### src/rtl/mips_ctrl_pkg.sv
// Shared definitions for the multicycle MIPS control path: FSM state
// encoding, instruction field codes, ALU operation codes and the bit
// layout of control_bus as seen by data_path.
package mips_ctrl_pkg;

    typedef enum logic [3:0] {
        S_FETCH    = 4'd0,
        S_DECODE   = 4'd1,
        S_MEMADR   = 4'd2,
        S_MEMRD    = 4'd3,
        S_MEMWB    = 4'd4,
        S_MEMWR    = 4'd5,
        S_EXECUTE  = 4'd6,
        S_ALUWB    = 4'd7,
        S_BRANCH   = 4'd8,
        S_ADDIEXEC = 4'd9,
        S_ADDIWB   = 4'd10,
        S_JUMP     = 4'd11
    } state_t;

    // Opcodes (instr[31:26])
    localparam logic [5:0] OP_RTYPE = 6'b000000;
    localparam logic [5:0] OP_LW    = 6'b100011;
    localparam logic [5:0] OP_SW    = 6'b101011;
    localparam logic [5:0] OP_BEQ   = 6'b000100;
    localparam logic [5:0] OP_ADDI  = 6'b001000;
    localparam logic [5:0] OP_J     = 6'b000010;

    // R-type function codes (instr[5:0])
    localparam logic [5:0] FN_ADD = 6'b100000;
    localparam logic [5:0] FN_SUB = 6'b100010;
    localparam logic [5:0] FN_AND = 6'b100100;
    localparam logic [5:0] FN_OR  = 6'b100101;
    localparam logic [5:0] FN_SLT = 6'b101010;

    // ALUOp: what the FSM asks of the ALU decoder
    localparam logic [1:0] ALUOP_ADD   = 2'b00;
    localparam logic [1:0] ALUOP_SUB   = 2'b01;
    localparam logic [1:0] ALUOP_FUNCT = 2'b10;
    localparam logic [1:0] ALUOP_RSVD  = 2'b11;

    // ALUControl: operation select presented to the ALU
    localparam logic [2:0] ALUCTL_AND = 3'b000;
    localparam logic [2:0] ALUCTL_OR  = 3'b001;
    localparam logic [2:0] ALUCTL_ADD = 3'b010;
    localparam logic [2:0] ALUCTL_SUB = 3'b110;
    localparam logic [2:0] ALUCTL_SLT = 3'b111;

    // control_bus bit positions, shared with data_path
    localparam int CB_WIDTH      = 15;
    localparam int CB_IORD       = 14;
    localparam int CB_MEMWRITE   = 13;
    localparam int CB_IRWRITE    = 12;
    localparam int CB_PCEN       = 11;
    localparam int CB_ALUSRCA    = 10;
    localparam int CB_REGWRITE   = 9;
    localparam int CB_REGDST     = 8;
    localparam int CB_MEMTOREG   = 7;
    localparam int CB_PCSRC_HI   = 6;
    localparam int CB_PCSRC_LO   = 5;
    localparam int CB_ALUSRCB_HI = 4;
    localparam int CB_ALUSRCB_LO = 3;
    localparam int CB_ALUCTL_HI  = 2;
    localparam int CB_ALUCTL_LO  = 0;

endpackage

### src/rtl/multicycle_controller_if.sv
// Controller <-> data_path signal bundle: instruction fields and zero flag
// flow in, the packed control word and debug state flow out.
interface multicycle_controller_if;
    import mips_ctrl_pkg::*;

    logic [5:0]          opcode;
    logic [5:0]          funct;
    logic                zero;
    logic [CB_WIDTH-1:0] control_bus;
    logic [3:0]          state;

    // data_path side
    modport master (output opcode, funct, zero, input control_bus, state);
    // controller side
    modport slave  (input opcode, funct, zero, output control_bus, state);
endinterface

### src/rtl/multicycle_controller_alu_decoder.sv
// ALU decoder: maps the FSM's ALUOp and the instruction funct field to
// the 3-bit ALUControl select. Purely combinational.
module alu_decoder
    import mips_ctrl_pkg::*;
(
    input  logic [1:0] alu_op_i,
    input  logic [5:0] funct_i,
    output logic [2:0] alu_control_o
);

    // Fixed add/sub for address and branch math, funct decode for R-type
    always_comb begin
        alu_control_o = ALUCTL_ADD;
        case (alu_op_i)
            ALUOP_ADD:  alu_control_o = ALUCTL_ADD;
            ALUOP_SUB:  alu_control_o = ALUCTL_SUB;
            ALUOP_FUNCT: begin
                case (funct_i)
                    FN_ADD:  alu_control_o = ALUCTL_ADD;
                    FN_SUB:  alu_control_o = ALUCTL_SUB;
                    FN_AND:  alu_control_o = ALUCTL_AND;
                    FN_OR:   alu_control_o = ALUCTL_OR;
                    FN_SLT:  alu_control_o = ALUCTL_SLT;
                    default: alu_control_o = ALUCTL_ADD;
                endcase
            end
            ALUOP_RSVD: alu_control_o = ALUCTL_ADD;
            default:    alu_control_o = ALUCTL_ADD;
        endcase
    end

endmodule

### src/rtl/multicycle_controller.sv
// Main control FSM of the multicycle MIPS core. The state register is the
// only storage; control_bus is decoded from state, with PCEn additionally
// depending on the ALU zero flag so a taken beq updates PC in BRANCH.
module multicycle_controller
    import mips_ctrl_pkg::*;
(
    input  logic                      clk,
    input  logic                      reset,
    multicycle_controller_if.slave    ctrl_if
);

    state_t state_q, state_d;

    logic       iord, mem_write, ir_write, pc_write, branch;
    logic       alu_src_a, reg_write, reg_dst, mem_to_reg, legal;
    logic [1:0] pc_src, alu_src_b, alu_op;
    logic [2:0] alu_control;
    logic       pc_en;

    // State register; reset returns to FETCH from anywhere
    always_ff @(posedge clk) begin
        if (reset) state_q <= S_FETCH;
        else       state_q <= state_d;
    end

    // Next-state logic; illegal codes recover to FETCH
    always_comb begin
        state_d = S_FETCH;
        case (state_q)
            S_FETCH:  state_d = S_DECODE;
            S_DECODE: begin
                case (ctrl_if.opcode)
                    OP_LW, OP_SW: state_d = S_MEMADR;
                    OP_RTYPE:     state_d = S_EXECUTE;
                    OP_BEQ:       state_d = S_BRANCH;
                    OP_ADDI:      state_d = S_ADDIEXEC;
                    OP_J:         state_d = S_JUMP;
                    default:      state_d = S_FETCH;
                endcase
            end
            S_MEMADR:   state_d = (ctrl_if.opcode == OP_LW) ? S_MEMRD : S_MEMWR;
            S_MEMRD:    state_d = S_MEMWB;
            S_EXECUTE:  state_d = S_ALUWB;
            S_ADDIEXEC: state_d = S_ADDIWB;
            default:    state_d = S_FETCH;
        endcase
    end

    // Moore control decode per state
    always_comb begin
        iord       = 1'b0;
        mem_write  = 1'b0;
        ir_write   = 1'b0;
        pc_write   = 1'b0;
        branch     = 1'b0;
        alu_src_a  = 1'b0;
        reg_write  = 1'b0;
        reg_dst    = 1'b0;
        mem_to_reg = 1'b0;
        pc_src     = 2'b00;
        alu_src_b  = 2'b00;
        alu_op     = ALUOP_ADD;
        legal      = 1'b1;
        case (state_q)
            S_FETCH: begin
                ir_write  = 1'b1;
                pc_write  = 1'b1;
                alu_src_b = 2'b01;
            end
            S_DECODE: alu_src_b = 2'b11;
            S_MEMADR, S_ADDIEXEC: begin
                alu_src_a = 1'b1;
                alu_src_b = 2'b10;
            end
            S_MEMRD: iord = 1'b1;
            S_MEMWB: begin
                reg_write  = 1'b1;
                mem_to_reg = 1'b1;
            end
            S_MEMWR: begin
                iord      = 1'b1;
                mem_write = 1'b1;
            end
            S_EXECUTE: begin
                alu_src_a = 1'b1;
                alu_op    = ALUOP_FUNCT;
            end
            S_ALUWB: begin
                reg_write = 1'b1;
                reg_dst   = 1'b1;
            end
            S_BRANCH: begin
                alu_src_a = 1'b1;
                alu_op    = ALUOP_SUB;
                pc_src    = 2'b01;
                branch    = 1'b1;
            end
            S_ADDIWB: reg_write = 1'b1;
            S_JUMP: begin
                pc_src   = 2'b10;
                pc_write = 1'b1;
            end
            default: legal = 1'b0;
        endcase
    end

    alu_decoder u_alu_decoder (
        .alu_op_i      (alu_op),
        .funct_i       (ctrl_if.funct),
        .alu_control_o (alu_control)
    );

    assign pc_en = pc_write | (branch & ctrl_if.zero);

    // Pack the control word; illegal states drive an all-zero bus
    always_comb begin
        ctrl_if.control_bus = '0;
        if (legal) begin
            ctrl_if.control_bus[CB_IORD]                      = iord;
            ctrl_if.control_bus[CB_MEMWRITE]                  = mem_write;
            ctrl_if.control_bus[CB_IRWRITE]                   = ir_write;
            ctrl_if.control_bus[CB_PCEN]                      = pc_en;
            ctrl_if.control_bus[CB_ALUSRCA]                   = alu_src_a;
            ctrl_if.control_bus[CB_REGWRITE]                  = reg_write;
            ctrl_if.control_bus[CB_REGDST]                    = reg_dst;
            ctrl_if.control_bus[CB_MEMTOREG]                  = mem_to_reg;
            ctrl_if.control_bus[CB_PCSRC_HI:CB_PCSRC_LO]      = pc_src;
            ctrl_if.control_bus[CB_ALUSRCB_HI:CB_ALUSRCB_LO]  = alu_src_b;
            ctrl_if.control_bus[CB_ALUCTL_HI:CB_ALUCTL_LO]    = alu_control;
        end
    end

    assign ctrl_if.state = state_q;

endmodule

### src/flat_wrapper.sv
// flat-port wrapper written by rule: the top's interface ports become plain ports
module multicycle_controller_flat import mips_ctrl_pkg::*;
  (clk, reset, ctrl_if_opcode, ctrl_if_funct, ctrl_if_zero, ctrl_if_control_bus, ctrl_if_state);
  multicycle_controller_if ctrl_if_i ();
  input  logic clk;
  input  logic reset;
  input wire logic [$bits(ctrl_if_i.opcode)-1:0] ctrl_if_opcode;
  input wire logic [$bits(ctrl_if_i.funct)-1:0] ctrl_if_funct;
  input wire logic [$bits(ctrl_if_i.zero)-1:0] ctrl_if_zero;
  output wire logic [$bits(ctrl_if_i.control_bus)-1:0] ctrl_if_control_bus;
  output wire logic [$bits(ctrl_if_i.state)-1:0] ctrl_if_state;
  assign ctrl_if_i.opcode = ctrl_if_opcode;
  assign ctrl_if_i.funct = ctrl_if_funct;
  assign ctrl_if_i.zero = ctrl_if_zero;
  assign ctrl_if_control_bus = ctrl_if_i.control_bus;
  assign ctrl_if_state = ctrl_if_i.state;
  multicycle_controller u_core (.clk(clk), .reset(reset), .ctrl_if(ctrl_if_i));
endmodule
### config.mk
export PLATFORM = sky130hd
export DESIGN_NAME = multicycle_controller_flat
export DESIGN_NICKNAME = d
export VERILOG_FILES = /design/src/rtl/mips_ctrl_pkg.sv /design/src/rtl/multicycle_controller_if.sv /design/src/rtl/multicycle_controller_alu_decoder.sv /design/src/rtl/multicycle_controller.sv /design/src/flat_wrapper.sv
export SDC_FILE = /design/constraint.sdc
export NUM_CORES = 1
export LEC_CHECK = 0
export ABC_CLOCK_PERIOD_IN_PS = 2000
export BUFFER_PORTS_ARGS = -buffer_cell sky130_fd_sc_hd__buf_2
export CELL_PAD_IN_SITES_DETAIL_PLACEMENT = 1
export CELL_PAD_IN_SITES_GLOBAL_PLACEMENT = 1
export CORE_MARGIN = 3
export CORE_UTILIZATION = 28
export CTS_CLUSTER_DIAMETER = 40
export DETAILED_ROUTE_END_ITERATION = 10
export GPL_ROUTABILITY_DRIVEN = 0
export MAX_ROUTING_LAYER = met4
export PLACE_DENSITY = 0.79
export RECOVER_POWER = 25
export SLEW_MARGIN = 20
export SYNTH_ARGS = -nofsm -noshare
export SYNTH_HDL_FRONTEND = slang
export SYNTH_SLANG_ARGS = --single-unit
### constraint.sdc
create_clock -name clk -period 2 [get_ports clk]
set_input_delay 0 -clock clk [delete_from_list [all_inputs] [get_ports clk]]
set_output_delay 0 -clock clk [all_outputs]
set_load 0.01 [all_outputs]
======== Word level (Yosys, flattened, before mapping) ========
Index checks and enable logic that the tools add are counted.
cells by class
  eq/ne operators ......................... 23
  muxes and demuxes ....................... 19
  bitwise operators ....................... 2
  reduce and logical (&&, ||, !) cells .... 11
operators with widths
  cell                count
  $eq 6x6->1 const B  6
  $pmux 4 s6          1
  $pmux 4 s5          1
  $eq 4x3->1 const B  4
  $eq 4x4->1 const B  4
  $mux 15             1
  $pmux 3 s4          1
  $reduce_or 12->1    1
  $mux 1              10
  $reduce_or 2->1     5
  $pmux 3 s3          1
  $eq 4x2->1 const B  2
  $pmux 2 s2          2
  $eq 6x2->1 const B  1
  $eq 6x3->1 const B  1
  $eq 6x4->1 const B  1
  $logic_not 6->1     1
  $pmux 2 s3          1
  $eq 2x2->1 const B  2
  $eq 4x1->1 const B  1
  $logic_not 4->1     1
  $reduce_or 4->1     1
  $mux 3              1
  $reduce_or 3->1     1
  4 further kinds     4
storage, ports and cells
  register bits after elaboration ......... 4
  input port bits ......................... 15
  output and inout port bits .............. 19

======== Depth between registers and ports, before layout ========
Gate-level depths: netlist (run 1).
  word-level depth ........................ 6
  mapped depth ............................ 7
  gate-level depth less buffers ........... 6

======== Modules after synthesis ========
A second synthesis (run 1) with hierarchy kept.
unflattened totals
  cell total of the unflattened synthesis .. 79
  area, all modules ....................... 589.3 um2
by module, submodules not included
  module                 times used  cells each  area an instance (um2)  sequential area each (um2)
  multicycle_controller  1           65          470.5                   80.1
  alu_decoder            1           14          118.9                   0.0

======== Worst setup path after synthesis (run 1) ========
OpenSTA, ideal clock, no wires.
  kind .................................... register -> output
  start ................................... reg u_core.state_q[2], in the netlist u_core.ctrl_if.state[2]
  end ..................................... out ctrl_if_control_bus[1]
  arrival ................................. 1.570 ns
  data required time ...................... 2.000 ns
  path slack .............................. 0.430 ns
  stages on the path, launching flop included .. 8
  path buffers ............................ 1
  path through ............................ dfxtp_1 -> buf_2 -> nand2b_1 -> nor3_1 -> inv_1 -> ha_1 -> inv_1 -> o31a_1
on the way
  longest elaborated chain between the ends .. 6
RTL lines
  item                                           line                                     source
  start: declaration                             multicycle_controller.sv:12              state_t state_q, state_d;
  start signal: assignment                       multicycle_controller.sv:23              else state_q <= state_d;
  $eq 4x4->1 or $eq 4x3->1 (tied branches)       multicycle_controller.sv:64              case (state_q)
  $pmux 2 s2                                     multicycle_controller.sv:64
  $eq 2x2->1 or $logic_not 2->1 (tied branches)  multicycle_controller_alu_decoder.sv:14  case (alu_op_i)
  $reduce_or 2->1 (no source line)               --
  $pmux 3 s3                                     multicycle_controller_alu_decoder.sv:14
  $mux 15 *                                      multicycle_controller.sv:118             if (legal) begin
  end: declaration                               flat_wrapper.sv:10                       output wire logic [$bits(ctrl_if_i.control_bus)-1:0] ctrl_if_control_bus;
Every way passes the cells marked *; elsewhere a longest branch is shown, timed or not.

======== Worst setup path in the final report (run 1) ========
Same ends and word-level chain as after synthesis.

==> results.md, run 1 <==
- Setup repair after global routing left no endpoint under its margin.
- The library cell used most frequently in the layout, excluding fill and tap cells, is sky130_fd_sc_hd__buf_2.
- The via count of the first global-routing pass is 751.
- The cell seen most often among critical-path stages is sky130_fd_sc_hd__inv_1.
- The worst register-to-register path ends at u_core.ctrl_if.state[0].
- The maximum clock path buffer count is 2.
- The total of endpoints with negative setup slack in the final report is 0.
- The routed wire length is 2.08 mm.
- The maximum fanout encountered on the critical timing path is 6.
- The cell with the largest stage delay on the worst path is sky130_fd_sc_hd__dfxtp_1.
- The total power consumption of the routed design is 0.274 mW.
- Entering global routing, the biggest net connects 16 pins.
- After synthesis the netlist holds a flip-flop and latch count of 4.
- Clock-pin slew was measured on the worst setup and hold paths at 0.04 ns.
- The count of final max-slew check failures is 0.
- When the netlist entered floorplanning its net count stood at 99.
- The floorplan die area is 0.00263 mm^2.
- The final critical path takes up 94.9% of the cycle.
- TritonCTS built the clock tree.
- The signal on the critical path passes through nand2b_4, nor3_2, inv_1, ha_1, inv_1, o31a_1, buf_2.
- The number of DRC markers after the initial detailed-route iteration is 8.
- Before antenna repair, the detailed router went through 4 iterations.
- The post-detailed-route DRC marker count is 0.
- The number of synthesis warnings is 0.
- The startpoint of the worst hold path is ctrl_if_opcode[2].
- The sequential share of the synthesized area is 13.9%.
- The largest clock skew in the final design is 0.00259 ns.
- At the worst endpoint, the required time is 2.00 ns.
- The multi-input logic area is 472 um^2.
- The detailed-route vias per instance is 5.19.
- The total buffers and inverters traversed by the critical path is 3.
- The classification of the worst-slack hold path is in2reg.
- The number of buffers created by CTS is 3.
- The worst max-slew margin expressed relative to the limit is 62.2%.
- The initial antenna violation count is 0.
- The flow ran to the end, and the final reports show no timing, DRC or antenna violations.
- The region available for standard cell placement spans 0.00182 mm^2.
- Dividing total power by cell area gives a power density of 332 mW/mm^2.
- Across the whole layout, storage elements account for 80.1 um^2.
- Synthesis produced 81 cells.
- The mapped netlist covers 574 um^2.
- The remaining global-route overflow is 0.
- The count of inserted antenna diode cells is 0.
- The clock drives 4 sinks.
- Measured along the x axis, the die boundary spans 51.3 um.
- CTS placed an instance of sky130_fd_sc_hd__clkbuf_4 at the clock tree root.
- The kind of start point of the critical path is a flop.
- The global-route wire length before repair is 3.39 mm.
- For this run, the slowest stage of the critical path takes 0.35 ns.
- Of all flip-flops after synthesis, the portion carrying an async set or reset was 0%.
- The pin slew with the least headroom to its limit is 0.567 ns.
- The setup TNS is 0 ns.
- The filler cell count is 266.
- The origin of the critical flop-to-flop path is u_core.ctrl_if.state[0].
- Once the floorplan was initialized, standard cells occupied 31.5% of the core.
- Compared with the post-synthesis result, the final layout area differs by 43.6%.
- The total number of nets in the final design is 138.
- Cells with a size suffix above 1 make up 38.1% of the layout.
- Counting flops with a built-in enable in the synthesized netlist gives 0.
- The total routing usage reported by global routing is 17.5%.
- The endpoint kind of the worst setup timing path is an output pin.
- The reg2reg setup slack is 0.29 ns.
- The final count of hold timing violations came to 0.
- The number of primary I/O pins is 34.
- The total vias in the final route is 742.
- Measured in cells, the most critical reg-to-reg path has a length of 5.
- The primary flip-flop cell chosen by synthesis mapping is sky130_fd_sc_hd__dfxtp_1.
- Data arrives at the worst endpoint at 1.90 ns.
- In the layout the commonest cells are sky130_fd_sc_hd__buf_2 (32), sky130_fd_sc_hd__nor2_1 (9), sky130_fd_sc_hd__nor2b_1 (5).
- The kind of cell with the highest combined delay on the critical path is simple AND/OR/NAND/NOR gates.
- The cell depth of the worst min-delay path is 3.
- In this run the vertical extent of the chip is 51.3 um.
- The worst voltage drop across the vdd grid is 0.308 mV.
- In this run the number of H-tree levels came out at 1.
- The placement row count is 15.
- The static leakage is 0.341 nW.
- The average footprint of a synthesized cell is 7.09 um^2.
- The tool flagged a number of max-cap violations equal to 0.
- The path type of the worst setup path is reg2out.
- The number of library cell types mapped by synthesis is 34.
- Dividing the detail-routed wire length by the instance count gives 14.5 um.
- The number of antenna-violating nets in the routed design is 0.
- In this run the tool buffered the top-level ports with 33 buffer cells.
- The later pin in the worst-skew pair is clocked with a latency of 0.24 ns.
- The HPWL after detailed placement is 1.65 mm.
- Static timing analysis puts the maximum clock frequency at 0.527 GHz.
- The register with the most flip-flops in the layout has 4 of them.
- The instance count on the critical path is 7.
- The worst-case hold path end point is u_core.ctrl_if.state[3].
- The minimum period implied by the final worst setup slack is 1.90 ns.
metrics by stage:
stage	worst slack (ns)	instances	cell area, um^2	hold slack (ns)	util [%]
after global routing	0.00396	143	825	0.114	45.3
final	0.101	143	825	0.0926	45.3
after detailed placement	0.217	138	776	0.204	42.6
after global placement	0.427	138	776	0.212	42.6
after floorplan	0.430	81	574	0.0760	-
after CTS	0.0476	142	813	0.0865	44.7
layout make-up:
class | instances | share of cell area, %
well taps | 25 | 3.79
flip-flops and latches | 4 | 9.71
clock buffers | 3 | 2.73
repair buffers | 39 | 24.7
inverters | 4 | 1.82
multi-input cells | 68 | 57.2
cell usage after synthesis (2+ instances only):
master / n / area (um^2)
sky130_fd_sc_hd__nand2b_1: 5 / 31.3
sky130_fd_sc_hd__dfxtp_1: 4 / 80.1
sky130_fd_sc_hd__o21ai_0: 2 / 10.0
sky130_fd_sc_hd__a31oi_1: 3 / 18.8
sky130_fd_sc_hd__nor2_1: 10 / 37.5
sky130_fd_sc_hd__nor2b_1: 5 / 31.3
sky130_fd_sc_hd__inv_1: 4 / 15.0
sky130_fd_sc_hd__nand3b_1: 2 / 15.0
sky130_fd_sc_hd__buf_2: 5 / 25.0
sky130_fd_sc_hd__nor3_1: 4 / 20.0
sky130_fd_sc_hd__ha_1: 3 / 37.5
sky130_fd_sc_hd__xor2_1: 2 / 17.5
sky130_fd_sc_hd__a21oi_1: 3 / 15.0
sky130_fd_sc_hd__nor4_1: 3 / 18.8
sky130_fd_sc_hd__a2111oi_2: 2 / 30.0
sky130_fd_sc_hd__nand2_1: 4 / 15.0
sky130_fd_sc_hd__o22ai_1: 2 / 12.5
sky130_fd_sc_hd__nand4_1: 2 / 12.5
timing repair:
item	4_1_cts	5_1_grt
pin swaps	0	1
setup buffers	0	1
resized for setup	1	4
endpoints found under the setup margin	1	2
hold endpoints to repair	1	0
hold buffers	1	0
worst register-to-register path, delay by kind of cell, from the launching register on:
kind / cells / cell delay [ns]
AO/OA/AOI/OAI: 3 / 0.55
buffers and inverters: 1 / 0.45
flip-flops: 1 / 0.35
AND/OR/NAND/NOR: 1 / 0.26
how the worst max path moves through the flow:
stage | startpoint | end | slack [ns]
floorplan | u_core.ctrl_if.state[2] | ctrl_if_control_bus[1] | 0.43
global placement | u_core.ctrl_if.state[2] | ctrl_if_control_bus[1] | 0.43
detailed placement | u_core.ctrl_if.state[2] | ctrl_if_control_bus[1] | 0.22
CTS | u_core.ctrl_if.state[2] | ctrl_if_control_bus[1] | 0.05
global route | u_core.ctrl_if.state[3] | ctrl_if_control_bus[1] | 0.004
finish | u_core.ctrl_if.state[2] | ctrl_if_control_bus[1] | 0.10
metal layers:
| layer | GRT usage (%) | routed length (um) |
|---|---|---|
| met5 | - | 0 |
| met4 | 6.55 | 23 |
| met3 | 4.66 | 112 |
| met2 | 27.3 | 1010 |
| met1 | 21.8 | 934 |
cells by family (layout without fill, tap and decap cells):
group | count (synthesis) | count (layout) | share of synthesized area, %
xor gates and xnor gates | 3 | 3 | 4.58
buffers and inverters | 9 | 46 | 6.97
muxes | 1 | 1 | 1.74
and+or+nand+nor | 41 | 41 | 40.5
DFF | 4 | 4 | 13.9
AOI/OAI and AO/OA | 20 | 20 | 25.7
adders and majority gates | 3 | 3 | 6.54
power breakdown:
| part | leakage, nW | internal (mW) | switching (mW) |
|---|---|---|---|
| clock | 0.0138 | 0.0674 | 0.0372 |
| sequential | 0.0326 | 0.0828 | 0.00248 |
| combinational | 0.294 | 0.0362 | 0.0478 |
Note: power is estimated with default switching activity, not from simulation.
==> run 2, diff against run 1 <==
- ABC_CLOCK_PERIOD_IN_PS: 2000 -> 1800
- clock period: 2 -> 1.8 ns (I/O delays scaled with it)
==> results.md, run 2 (same netlist as run 1, synthesis figures left out) <==
- The count of maximum capacitance violations is 0 (unchanged).
- The setup TNS came to 0 ns (unchanged).
- The maximum clock path buffer count came to 2 (unchanged).
- The final hold slack came to 0.0740 ns (was 0.0926 ns).
- The number of buffers created by CTS is 3 (unchanged).
- The combinational group share of total power is 31.1% (was 30.7%).
- The x dimension of the die is 51.3 um (unchanged).
- The number of flip-flops under the largest register name is 4 (unchanged).
- The beginning of the critical path is u_core.ctrl_if.state[2] (unchanged).
- The worst setup slack after layout was 0.0613 ns (was 0.101 ns).
- The number of antenna-violating nets in the routed design was 0 (unchanged).
- The initial antenna violation count came to 0 (unchanged).
- The die boundary height came to 51.3 um (unchanged).
- The area of all placed cells without fillers was 893 um^2 (was 825 um^2).
- The internal power summed over all cells is 0.214 mW (was 0.186 mW).
- The met1 wire length came to 975 um (was 934 um).
- The final cycle utilization of the critical path is 96.6%.
- The via count of the first global-routing pass is 797 (was 751).
- The startpoint of the worst hold path was ctrl_if_opcode[2] (unchanged).
- The post-detailed-route DRC marker count came to 0 (unchanged).
- The maximum fanout encountered on the critical timing path is 3 (was 6).
- The routed wire length is 2.34 mm (was 2.08 mm).
- The cell area after placement was 798 um^2 (was 776 um^2).
- The total number of nets in the final design is 141 (was 138).
- The cell count after placement is 141 (was 138).
- The non-filler instance count after layout is 146 (was 143).
- The path type of the worst setup path is reg2out (unchanged).
- The pre-CTS setup slack came to 0.123 ns (was 0.217 ns).
- The total of endpoints with negative setup slack in the final report is 0 (unchanged).
- The largest clock skew in the final design is 0.0121 ns (was 0.00259 ns).
- The master cell of the clock root buffer is sky130_fd_sc_hd__clkbuf_4 (unchanged).
- The number of sinks driven by the clock tree came to 4 (unchanged).
- The clock latency of the later-clocked register in the worst-skew pair came to 0.26 ns (was 0.24 ns).
- The count of input and output buffers is 33 (unchanged).
- The initial cell density of the core was 31.5% (unchanged).
- The clock-pin slew on the worst setup and hold paths was 0.04 ns (about the same).
- The detailed-route vias per instance is 5.29 (was 5.19).
- The count of final max-slew check failures is 0 (unchanged).
- The half-perimeter wire length after placement was 1.77 mm (was 1.65 mm).
- The number of primary I/O pins is 34 (unchanged).
- The reported net switching power is 0.112 mW (was 0.0875 mW).
- The clock group share of total power is 39.4% (was 38.2%).
- The count of inserted antenna diode cells is 0 (unchanged).
- The share of total power consumed by net switching was 34.3% (was 31.9%).
- The minimum period implied by the final worst setup slack is 1.74 ns.
- The final count of hold timing violations came to 0 (unchanged).
- The sequential share of power came to 29.5% (was 31.1%).
- The length of the first detailed-routing pass in iterations is 4 (unchanged).
- The total vias in the final route came to 773 (was 742).
- The number of DRC markers after the initial detailed-route iteration is 24 (was 8).
- The total power density per cell area is 364 mW/mm^2 (was 332 mW/mm^2).
- The top achievable clock speed is 0.575 GHz.
- The area overhead of the layout relative to synthesis is 55.6% (was 43.6%).
- The pin count of the biggest net entering global routing is 16 (unchanged).
- The most frequent standard cell in the layout excluding fill and tap cells is sky130_fd_sc_hd__buf_2 (unchanged).
- The placeable core region came to 0.00182 mm^2 (unchanged).
- The CTS tree is built (unchanged).
- The fraction of final layout cells sized beyond drive strength 1 is 47.9% (was 38.1%).
- The placement row count came to 15 (unchanged).
- The kind of start point of the critical path is a flop (unchanged).
- The filler cell count is 247 (was 266).
- The total routing usage reported by global routing is 20.3% (was 17.5%).
- The average detailed-routed wire length per instance is 16.0 um (was 14.5 um).
- Commonest cells after routing, fill and taps aside: sky130_fd_sc_hd__buf_2 (33), sky130_fd_sc_hd__nor2_1 (9), sky130_fd_sc_hd__buf_4 (8) (was sky130_fd_sc_hd__buf_2 (32), sky130_fd_sc_hd__nor2_1 (9), sky130_fd_sc_hd__nor2b_1 (5)).
- The length of routed met3 wiring is 86 um (was 112 um).
- The global-route wire length before repair is 3.77 mm (was 3.39 mm).
- The reg2reg setup slack is 0.46 ns (was 0.29 ns).
- The pin slew with the least headroom to its limit is 0.450 ns (was 0.567 ns).
- The topmost layer with routed signal wires is met4 (unchanged).
- The classification of the worst-slack hold path is in2reg (unchanged).
- The wire length on met2 is 1.19 mm (was 1.01 mm).
- The remaining global-route overflow is 0 (unchanged).
- The endpoint required time on the critical path is 1.80 ns (was 2.00 ns).
- Result of the run: completed (unchanged).
- The static leakage is 0.373 nW (was 0.341 nW).
- The floorplan die area is 0.00263 mm^2 (unchanged).
- The endpoint kind of the worst setup timing path is an output pin (unchanged).
- The origin of the critical flop-to-flop path is u_core.ctrl_if.state[0] (unchanged).
- The count of H-tree levels built during CTS is 1 (unchanged).
- The data arrival time of the critical path is 1.74 ns (was 1.90 ns).
- The worst voltage drop across the vdd grid is 0.331 mV (was 0.308 mV).
- The worst max-slew margin expressed relative to the limit is 69.6% (was 62.2%).
## run 2: final timing paths
path | to | cells past startpoint
worst max-delay path | ctrl_if_control_bus[1] | 7
worst min-delay path | u_core.ctrl_if.state[3] | 3
worst max register to register | u_core.ctrl_if.state[0] | 5
worst min register to register | u_core.ctrl_if.state[0] | 2
## run 2: layout make-up
class / instances / area, um^2 / share of cell area, %
Multi-Input combinational cell: 68 / 503 / 56.3
Timing Repair Buffer: 42 / 235 / 26.3
Sequential cell: 4 / 86.3 / 9.66
Tap cell: 25 / 31.3 / 3.50
Clock buffer: 3 / 22.5 / 2.52
Inverter: 4 / 15.0 / 1.68
## run 2: per-stage QoR
stage / util [%] / total power, mW
3_5_place_dp: 43.8 / 0.192
6_report: 49.1 / 0.325
2_1_floorplan: - / 0.145
5_1_grt: 49.1 / 0.348
4_1_cts: 46.5 / 0.329
3_3_place_gp: 43.8 / 0.188
## run 2: timing repair
action | in CTS | in global routing
setup endpoints to repair | 3 | 3
hold buffers | 1 | 0
endpoints found under the hold margin | 1 | 0
pin swaps | 0 | 2
setup buffers | 0 | 1
resized for setup | 5 | 10
## run 2: critical path: stages, from the launching register on
cell	delay, ns
sky130_fd_sc_hd__dfxtp_1	0.32
sky130_fd_sc_hd__nand2b_4	0.16
sky130_fd_sc_hd__nor3_4	0.19
sky130_fd_sc_hd__inv_2	0.08
sky130_fd_sc_hd__ha_4	0.27
sky130_fd_sc_hd__inv_1	0.04
sky130_fd_sc_hd__o31a_1	0.29
sky130_fd_sc_hd__buf_2	0.14
## run 2: power groups by stage
stage	clock, mW	combinational (mW)	sequential, mW
floorplan	0	0.0471	0.0975
global placement	0	0.0924	0.0961
detailed placement	0	0.0959	0.0966
CTS	0.133	0.0998	0.0957
global route	0.140	0.112	0.0961
finish	0.128	0.101	0.0959
## run 2: per-layer routing
metal | GRT usage (%) | up-vias
met5 | - | -
met4 | 13.1 | 0
met3 | 5.25 | 9
met2 | 33.3 | 20
met1 | 21.5 | 360
li1 | - | 384
==> run 3, diff against run 2 <==
- CELL_PAD_IN_SITES_DETAIL_PLACEMENT: 1 -> default
- CELL_PAD_IN_SITES_GLOBAL_PLACEMENT: 1 -> default
- CORE_UTILIZATION: 28 -> 42
==> results.md, run 3 (same netlist as run 1, synthesis figures left out) <==
- The count of final max-slew check failures came to 0 (unchanged).
- The half-perimeter wire length after placement is 1.38 mm (was 1.77 mm).
- The number of DRC markers after the initial detailed-route iteration was 25 (was 24).
- The clock latency of the later-clocked register in the worst-skew pair is 0.24 ns (was 0.26 ns).
- The count of maximum capacitance violations was 0 (unchanged).
- The clock-pin slew on the worst setup and hold paths is 0.04 ns (about the same).
- The number of buffers created by CTS is 3 (unchanged).
- The post-detailed-route DRC marker count is 0 (unchanged).
- The die boundary height is 43.0 um (was 51.3 um).
- The reported net switching power is 0.0965 mW (was 0.112 mW).
- The floorplan die area is 0.00185 mm^2 (was 0.00263 mm^2).
- The final cycle utilization of the critical path came to 95.7% (was 96.6%).
- The total number of nets in the final design came to 142 (was 141).
- The pin slew with the least headroom to its limit is 0.593 ns (was 0.450 ns).
- The x dimension of the die is 43.0 um (was 51.3 um).
- The static leakage is 0.366 nW (was 0.373 nW).
- The placeable core region was 0.00119 mm^2 (was 0.00182 mm^2).
- The via count of the first global-routing pass was 727 (was 797).
- The global-route wire length before repair was 3.10 mm (was 3.77 mm).
- The detailed-route vias per instance is 5.68 (was 5.29).
- Cell chain of the critical path: nand2b_1, nor3_2, inv_1, ha_4, inv_1, o31a_1, buf_2 (was nand2b_4, nor3_4, inv_2, ha_4, inv_1, o31a_1, buf_2).
- The fraction of final layout cells sized beyond drive strength 1 came to 41.8% (was 47.9%).
- The top achievable clock speed came to 0.581 GHz (was 0.575 GHz).
- The minimum period implied by the final worst setup slack was 1.72 ns (was 1.74 ns).
- The average detailed-routed wire length per instance is 13.5 um (was 16.0 um).
- The routed wire length is 1.84 mm (was 2.34 mm).
- The final count of hold timing violations is 0 (unchanged).
- The classification of the worst-slack hold path is in2reg (unchanged).
- The count of input and output buffers is 33 (unchanged).
- The data arrival time of the critical path is 1.72 ns (was 1.74 ns).
- The final hold slack is 0.121 ns (was 0.0740 ns).
- The length of the first detailed-routing pass in iterations is 5 (was 4).
- Commonest cells after routing, fill and taps aside: sky130_fd_sc_hd__buf_2 (32), sky130_fd_sc_hd__nor2_1 (9), sky130_fd_sc_hd__buf_4 (7) (was sky130_fd_sc_hd__buf_2 (33), sky130_fd_sc_hd__nor2_1 (9), sky130_fd_sc_hd__buf_4 (8)).
- The total of endpoints with negative setup slack in the final report is 0 (unchanged).
- The area overhead of the layout relative to synthesis is 48.8% (was 55.6%).
- The number of primary I/O pins was 34 (unchanged).
- The pin count of the biggest net entering global routing was 16 (unchanged).
- The sequential share of power is 30.9% (was 29.5%).
- The kind of cell with the highest combined delay on the critical path is simple AND/OR/NAND/NOR gates (unchanged).
- The length of routed met3 wiring came to 125 um (was 86 um).
- The worst voltage drop across the vdd grid is 0.315 mV (was 0.331 mV).
- The topmost layer with routed signal wires is met4 (unchanged).
- The initial cell density of the core is 48.4% (was 31.5%).
- The total buffers and inverters traversed by the critical path is 3 (unchanged).
- The combinational group share of total power is 31.3% (was 31.1%).
- The internal power summed over all cells is 0.210 mW (was 0.214 mW).
- The number of antenna-violating nets in the routed design is 0 (unchanged).
- The met1 wire length is 762 um (was 975 um).
- Result of the run: completed (unchanged).
- The remaining global-route overflow is 0 (unchanged).
- The worst-case reg-to-reg path depth came to 5 (unchanged).
- The count of H-tree levels built during CTS is 1 (unchanged).
- The total power density per cell area is 358 mW/mm^2 (was 364 mW/mm^2).
- The instance count on the critical path is 7 (unchanged).
- The count of inserted antenna diode cells was 0 (unchanged).
- The setup TNS was 0 ns (unchanged).
- The endpoint required time on the critical path is 1.80 ns (about the same).
- The placement row count is 12 (was 15).
- The most frequent standard cell in the layout excluding fill and tap cells is sky130_fd_sc_hd__buf_2 (unchanged).
- The endpoint kind of the worst setup timing path is an output pin (unchanged).
- The CTS tree is built (unchanged).
- The share of total power consumed by net switching came to 31.5% (was 34.3%).
- The number of sinks driven by the clock tree is 4 (unchanged).
- The total routing usage reported by global routing came to 22.1% (was 20.3%).
- The cell depth of the worst min-delay path was 3 (unchanged).
- The initial antenna violation count was 0 (unchanged).
- Setup repair after global routing left no endpoint under its margin.
- The total vias in the final route came to 773 (unchanged).
- The worst max-slew margin expressed relative to the limit was 60.4% (was 69.6%).
- The clock group share of total power is 37.8% (was 39.4%).
- Counting stages on the worst path, the most repeated cell is sky130_fd_sc_hd__inv_1.
- The largest clock skew in the final design was 0.000704 ns (was 0.0121 ns).
- The delay of the slowest cell on the worst path was 0.31 ns (was 0.32 ns).
- The maximum fanout encountered on the critical timing path is 2 (was 3).
- The path type of the worst setup path was reg2out (unchanged).
- The kind of start point of the critical path is a flop (unchanged).
- The master cell of the clock root buffer is sky130_fd_sc_hd__clkbuf_4 (unchanged).
- The cell with the largest stage delay on the worst path is sky130_fd_sc_hd__dfxtp_1 (unchanged).
- The number of flip-flops under the largest register name is 4 (unchanged).
- The maximum clock path buffer count was 2 (unchanged).
- The wire length on met2 came to 918 um (was 1.19 mm).
-- run 3: changes by cell type in the layout (fill, tap and decap cells not counted), moves of 2 or more --
cell / change
sky130_fd_sc_hd__inv_2: -2
sky130_fd_sc_hd__nand2b_1: +2
sky130_fd_sc_hd__clkbuf_1: +2
sky130_fd_sc_hd__nand2b_4: -2
sky130_fd_sc_hd__inv_1: +2
sky130_fd_sc_hd__dfxtp_1: +2
-- run 3: timing repair --
item,in CTS,in global routing
pin swaps,1,1
setup buffers,3,0
setup endpoints to repair,2,1
endpoints found under the hold margin,1,0
hold buffers,1,0
gates resized for setup,4,2
-- run 3: area by class of cell --
type	instances	area, um^2
well taps	14	17.5
repair buffers	43	241
inverters	4	15.0
multi-input cells	68	477
clock buffers	3	22.5
flip-flops and latches	4	81.3
fillers	108	332
-- run 3: metrics by stage --
stage	power (mW)	worst slack, ns	area (um^2)	std cells	util, %
floorplan	0.145	0.230	574	81	-
global placement	0.185	0.202	777	129	65.5
detailed placement	0.187	0.120	777	129	65.5
CTS	0.303	0.0141	845	136	71.2
global route	0.331	0.00690	855	136	72.0
finish	0.306	0.0778	855	136	72.0
-- run 3: path summary, 6_finish.rpt --
check / start / end / slack [ns]
setup / recovery: u_core.ctrl_if.state[2] / ctrl_if_control_bus[1] / 0.08
hold / removal: ctrl_if_opcode[2] / u_core.ctrl_if.state[3] / 0.12
setup reg to reg: u_core.ctrl_if.state[3] / u_core.ctrl_if.state[2] / 0.33
hold reg to reg: u_core.ctrl_if.state[0] / u_core.ctrl_if.state[0] / 0.71
-- run 3: per-layer routing --
| layer | track usage [%] | vias up |
|---|---|---|
| li1 | - | 384 |
| met1 | 25.7 | 347 |
| met2 | 36.2 | 36 |
| met3 | 4.24 | 6 |
| met4 | 10.2 | 0 |
| met5 | - | - |
-- run 3: tightest hold or removal path, delay by kind of cell --
family / cells / cell delay [ns]
AO/OA/AOI/OAI: 1 / 0.08
AND/OR/NAND/NOR: 1 / 0.12
buffers and inverters: 1 / 0.12
-- run 3: power groups by stage --
stage	Sequential (mW)	Clock (mW)	Combinational (mW)
after floorplan	0.0975	0	0.0471
after global placement	0.0955	0	0.0895
after detailed placement	0.0955	0	0.0915
after CTS	0.0947	0.114	0.0946
after global routing	0.0949	0.130	0.106
final	0.0947	0.116	0.0957
